$ cat src/rtl/cmp_arbiter.sv
// Four-requester round-robin arbiter feeding one shared unsigned comparator (IDLE -> CMP -> DONE).
// Defining CMP_ARB_FIXED_PRIO_EN swaps round-robin for fixed priority (requester 0 highest).
module cmp_arbiter #(
  parameter int WIDTH = 2
) (
  input  logic               clk,
  input  logic               rst,
  input  logic [3:0]         req,
  input  logic [4*WIDTH-1:0] a_in,
  input  logic [4*WIDTH-1:0] b_in,
  output logic [3:0]         gnt,
  output logic [3:0]         rsp_valid,
  output logic               a_gt_b,
  output logic               a_eq_b,
  output logic               a_ls_b,
  output logic               busy
);

  typedef enum logic [1:0] {IDLE, CMP, DONE} state_t;

  state_t           state, state_nxt;
  logic             grant_en, cmp_en;
  logic [1:0]       win, win_lat;
  logic [WIDTH-1:0] a_sel, b_sel, a_lat, b_lat;

  always_ff @(posedge clk) begin
    if (rst) state <= IDLE;
    else     state <= state_nxt;
  end

  always_comb begin
    state_nxt = state;
    grant_en  = 1'b0;
    cmp_en    = 1'b0;
    case (state)
      IDLE: if (|req) begin
        state_nxt = CMP;
        grant_en  = 1'b1;
      end
      CMP: begin
        state_nxt = DONE;
        cmp_en    = 1'b1;
      end
      DONE:    state_nxt = IDLE;
      default: state_nxt = IDLE;
    endcase
  end

`ifdef CMP_ARB_FIXED_PRIO_EN
  always_comb begin
    win = '0;
    for (int k = 3; k >= 0; k--) begin
      if (req[k]) win = 2'(k);
    end
  end
`else
  logic [1:0] ptr, rr_idx;
  logic       rr_found;

  // Scan starts at ptr and wraps modulo 4 through the 2-bit add.
  always_comb begin
    win      = '0;
    rr_idx   = '0;
    rr_found = 1'b0;
    for (int k = 0; k < 4; k++) begin
      rr_idx = ptr + 2'(k);
      if (!rr_found && req[rr_idx]) begin
        win      = rr_idx;
        rr_found = 1'b1;
      end
    end
  end

  always_ff @(posedge clk) begin
    if (rst)         ptr <= '0;
    else if (cmp_en) ptr <= win_lat + 2'd1;
  end
`endif

  always_comb begin
    a_sel = '0;
    b_sel = '0;
    for (int k = 0; k < 4; k++) begin
      if (win == 2'(k)) begin
        a_sel = a_in[k*WIDTH +: WIDTH];
        b_sel = b_in[k*WIDTH +: WIDTH];
      end
    end
  end

  always_ff @(posedge clk) begin
    if (rst) begin
      gnt       <= '0;
      rsp_valid <= '0;
      a_gt_b    <= 1'b0;
      a_eq_b    <= 1'b0;
      a_ls_b    <= 1'b0;
      a_lat     <= '0;
      b_lat     <= '0;
      win_lat   <= '0;
    end else begin
      gnt       <= '0;
      rsp_valid <= '0;
      if (grant_en) begin
        gnt     <= 4'b0001 << win;
        a_lat   <= a_sel;
        b_lat   <= b_sel;
        win_lat <= win;
      end
      if (cmp_en) begin
        rsp_valid <= 4'b0001 << win_lat;
        a_gt_b    <= (a_lat >  b_lat);
        a_eq_b    <= (a_lat == b_lat);
        a_ls_b    <= (a_lat <  b_lat);
      end
    end
  end

  assign busy = (state != IDLE);

endmodule

$ cat config.mk
export PLATFORM = sky130hd
export DESIGN_NAME = cmp_arbiter
export DESIGN_NICKNAME = d
export VERILOG_FILES = /design/src/rtl/cmp_arbiter.sv
export SDC_FILE = /design/constraint.sdc
export NUM_CORES = 1
export LEC_CHECK = 0
export CORE_MARGIN = 2
export CORE_UTILIZATION = 45
export CTS_BUF_LIST = sky130_fd_sc_hd__clkbuf_16
export DETAILED_ROUTE_END_ITERATION = 12
export PLACE_DENSITY_LB_ADDON = 0.15
export SLEW_MARGIN = 20
export SYNTH_ARGS = -nofsm -noshare
export SYNTH_HDL_FRONTEND = slang
export SYNTH_SLANG_ARGS = --single-unit
$ cat constraint.sdc
create_clock -name clk -period 2.4 [get_ports clk]
set_clock_uncertainty 0.05 [all_clocks]
set_input_delay 0.6 -clock clk [delete_from_list [all_inputs] [get_ports clk]]
set_output_delay 0.6 -clock clk [all_outputs]
set_load 0.005 [all_outputs]
==> flow_summary_export.csv <==
group,metric,value,unit
status,status,"completed",
min_path,hold_path_class,"register to register",
timing,whs,0.407,ns
routing,dr.first_iter.drc_count,11,
critical_path,max_stage_delay,0.50,ns
global_routing,grt.total_usage,0.190,
synth,synth-simple-area-share,0.188,
critical_path,cpMostUsedCell,"mux2i_1",
synth,synth_warnings,0,
cells_and_area,layout.nets,159,
timing,setup_viol,0,
cells_and_area,layout_commonest_cell,"clkdlybuf4s50_1",
flow_run,max_cap_violations,0,
global_routing,grt-ovfl-total,0,
routing,viasPerCell,5.20,
critical_path,worst_path_max_delay_cell,"clkdlybuf4s50_1",
critical_path,required,2.47,ns
routing,first_pass_iters,2,
place,pre_cts_ws,0.115,ns
pwr,totalPowerFinal,0.975,mW
place,gp_congestion,0.743,
synth,synth_top_family_by_area,"simple AND/OR/NAND/NOR gates",
routing,wire_per_inst,13.2,um
timing,rsz0062_at_grt,"no",
cells_and_area,multi_input_area,460,um^2
critical_path,crit_family,"buffers and inverters",
timing,post-route-period-util,0.846,
critical_path,worstSetupEndpointType,"register",
die,rows,16,
place,port_buffers,33,
global_routing,grt_first_pass_wirelength,3640,um
cts,clkTransAtPathRegs,0.05,ns
cts,clock_latency,0.25,ns
synth,synth-adder-area-share,0.0272,
critical_path,cp_max_fo,11,
place,dpl.hpwl,1590,um
synth,synth_mux_area_frac,0.109,
cts,clock-sinks,21,
routing,vias,837,
critical_path,criticalPathCategory,"primary input to register",
pwr,power.leakage,0.537,nW
pwr,power_density,704,nW/um^2
cts,ctsResizeCount,0,
global_routing,grt_pass1_vias,853,
die,io_pins,34,
critical_path,path_buf_inv,2,
timing,setup_tns,0,ns
synth,synthCells,96,
synth,synth_nets,120,
timing,slew_headroom,0.713,
cts,cts_max_path_buffers,2,
cells_and_area,final_cell_mix,"clkdlybuf4s50_1 (33), dfxtp_1 (21), nor2_1 (10), mux2i_1 (10)",
die,coreArea,1940,um^2
global_routing,use_met3,0.0337,
critical_path,path_cells,"clkdlybuf4s50_1 -> mux2i_1 -> o22ai_1 -> nor2_2 -> buf_12 -> mux2i_1 -> o221ai_1",
critical_path,worstPathArrival,2.10,ns
cells_and_area,drive_above_1_share,0.0746,
die,die_area,2420,um^2
die,die_w,49.2,um
cts,htree_levels,1,
routing,wl,2130,um
routing,drc_errors,0,
synth,synth-seq-cells,21,
synth,yosysSeqAreaShare,0.457,
cells_and_area,fin_util,0.713,
cts,cts_tree,"built",
global_routing,use_met1,0.234,
die,initial_utilization,0.474,
cts,hold_buffers,0,
synth,synth.distinct_cells,26,
timing,hold_viol,0,
cts,clock_tree.root_cell,"clkbuf_16",
critical_path,r2r-start,"ptr[1]",
global_routing,grt-busiest-layer,"met2",
global_routing,grt_max_degree,13,
timing,worst_slack,0.369,ns
timing,timing.fmax,492,MHz
cells_and_area,insertedDiodeCount,0,
cells_and_area,regArea,420,um^2
cells_and_area,fillerInstances,158,
cts,postCtsSetupBuffers,0,
min_path,hp-start,"a_ls_b",
die,dieHeight,49.2,um
cts,cts_buffers,3,
pwr,peakVddDrop,0.000532,V
global_routing,grtUsageMet2,0.327,
timing,final_max_slew_viol_count,0,
critical_path,cp-startpoint,"req[2]",
synth,synth.avg_cell_area,9.58,um^2
global_routing,antenna_found_initial,0,
synth,synth_area,920,um^2
synth,synth_xor_area_frac,0.00952,
critical_path,start_kind,"primary input",
synth,synth_compound_area_frac,0.167,
cells_and_area,syn_to_final_growth,50.6,%
routing,antenna_left,0,
timing,post-route-min-period,2.03,ns
timing,worstMarginPinSlew,0.429,ns
[report_power, final]
group          leakage (nW)  internal [mW]  switching [mW]  total [mW]
Sequential            0.172          0.382          0.0255       0.408
Combinational         0.323          0.130           0.102       0.233
Clock                0.0423          0.221           0.114       0.335
[synthesized netlist by cell type, drive strengths merged]
library cell	number	area (um^2)
nor2b	1	6.26
a21oi	8	40.0
o221ai	4	35.0
nor2	12	50.1
buf	1	11.3
nand3	1	5.00
mux2i	10	100
o22ai	2	12.5
and3	1	6.26
nor4b	1	8.76
o41ai	1	27.5
a211oi	3	22.5
ha	2	25.0
nand2	8	30.0
dfxtp	21	420
clkbuf	2	8.75
xnor2	1	8.76
o21a	1	7.51
nor3	1	5.00
nand3b	4	30.0
inv	5	18.8
o22a	1	8.76
nor4	3	18.8
nand2b	2	12.5
[path summary, 6_finish.rpt]
kind	slack (ns)	endpoint	depth (start not counted)
hold / removal	0.41	a_ls_b	2
setup reg to reg	0.73	a_lat[1]	6
setup / recovery	0.37	a_lat[1]	7
hold reg to reg	0.41	a_ls_b	2
[registers in the layout, indices dropped and copies added (netlist names)]
signal	flops
rsp_valid	4
win_lat	2
a_lat	2
b_lat	2
a_eq_b	1
state	2
a_gt_b	1
gnt	4
a_ls_b	1
ptr	2
[cells by family (layout without fill, tap and decap cells)]
logic type	count (synthesis)	count (layout)
simple gates	34	34
flops	21	21
compound gates	20	20
mux	10	10
buf+inv	8	46
fa+ha+maj	2	2
xor+xnor	1	1
[metrics by stage]
step	instance area, um^2	instances
finish	1390	161
global route	1390	161
CTS	1390	161
detailed placement	1310	157
global placement	1310	157
floorplan	920	96
[area by class of cell]
class | instances | area share
Timing Repair Buffer | 37 | 0.269
Sequential cell | 21 | 0.304
Multi-Input combinational cell | 67 | 0.332
Clock buffer | 3 | 0.0542
Clock inverter | 1 | 0.00271
Inverter | 5 | 0.0136
Tap cell | 27 | 0.0244
[metal layers]
metal / up-vias / part of all wire
li1: 424 / -
met1: 399 / 0.45
met2: 14 / 0.52
met3: 0 / 0.032
met4: 0 / 0
met5: - / 0
[worst reg2reg max path: stages (launching register included)]
cell and delay, ns:
dfxtp_1 0.45, mux2i_1 0.24, o22ai_1 0.14, nor2_2 0.15, buf_12 0.15, mux2i_1 0.21, o221ai_1 0.14
No activity file was read; power rests on OpenSTA's default activity.
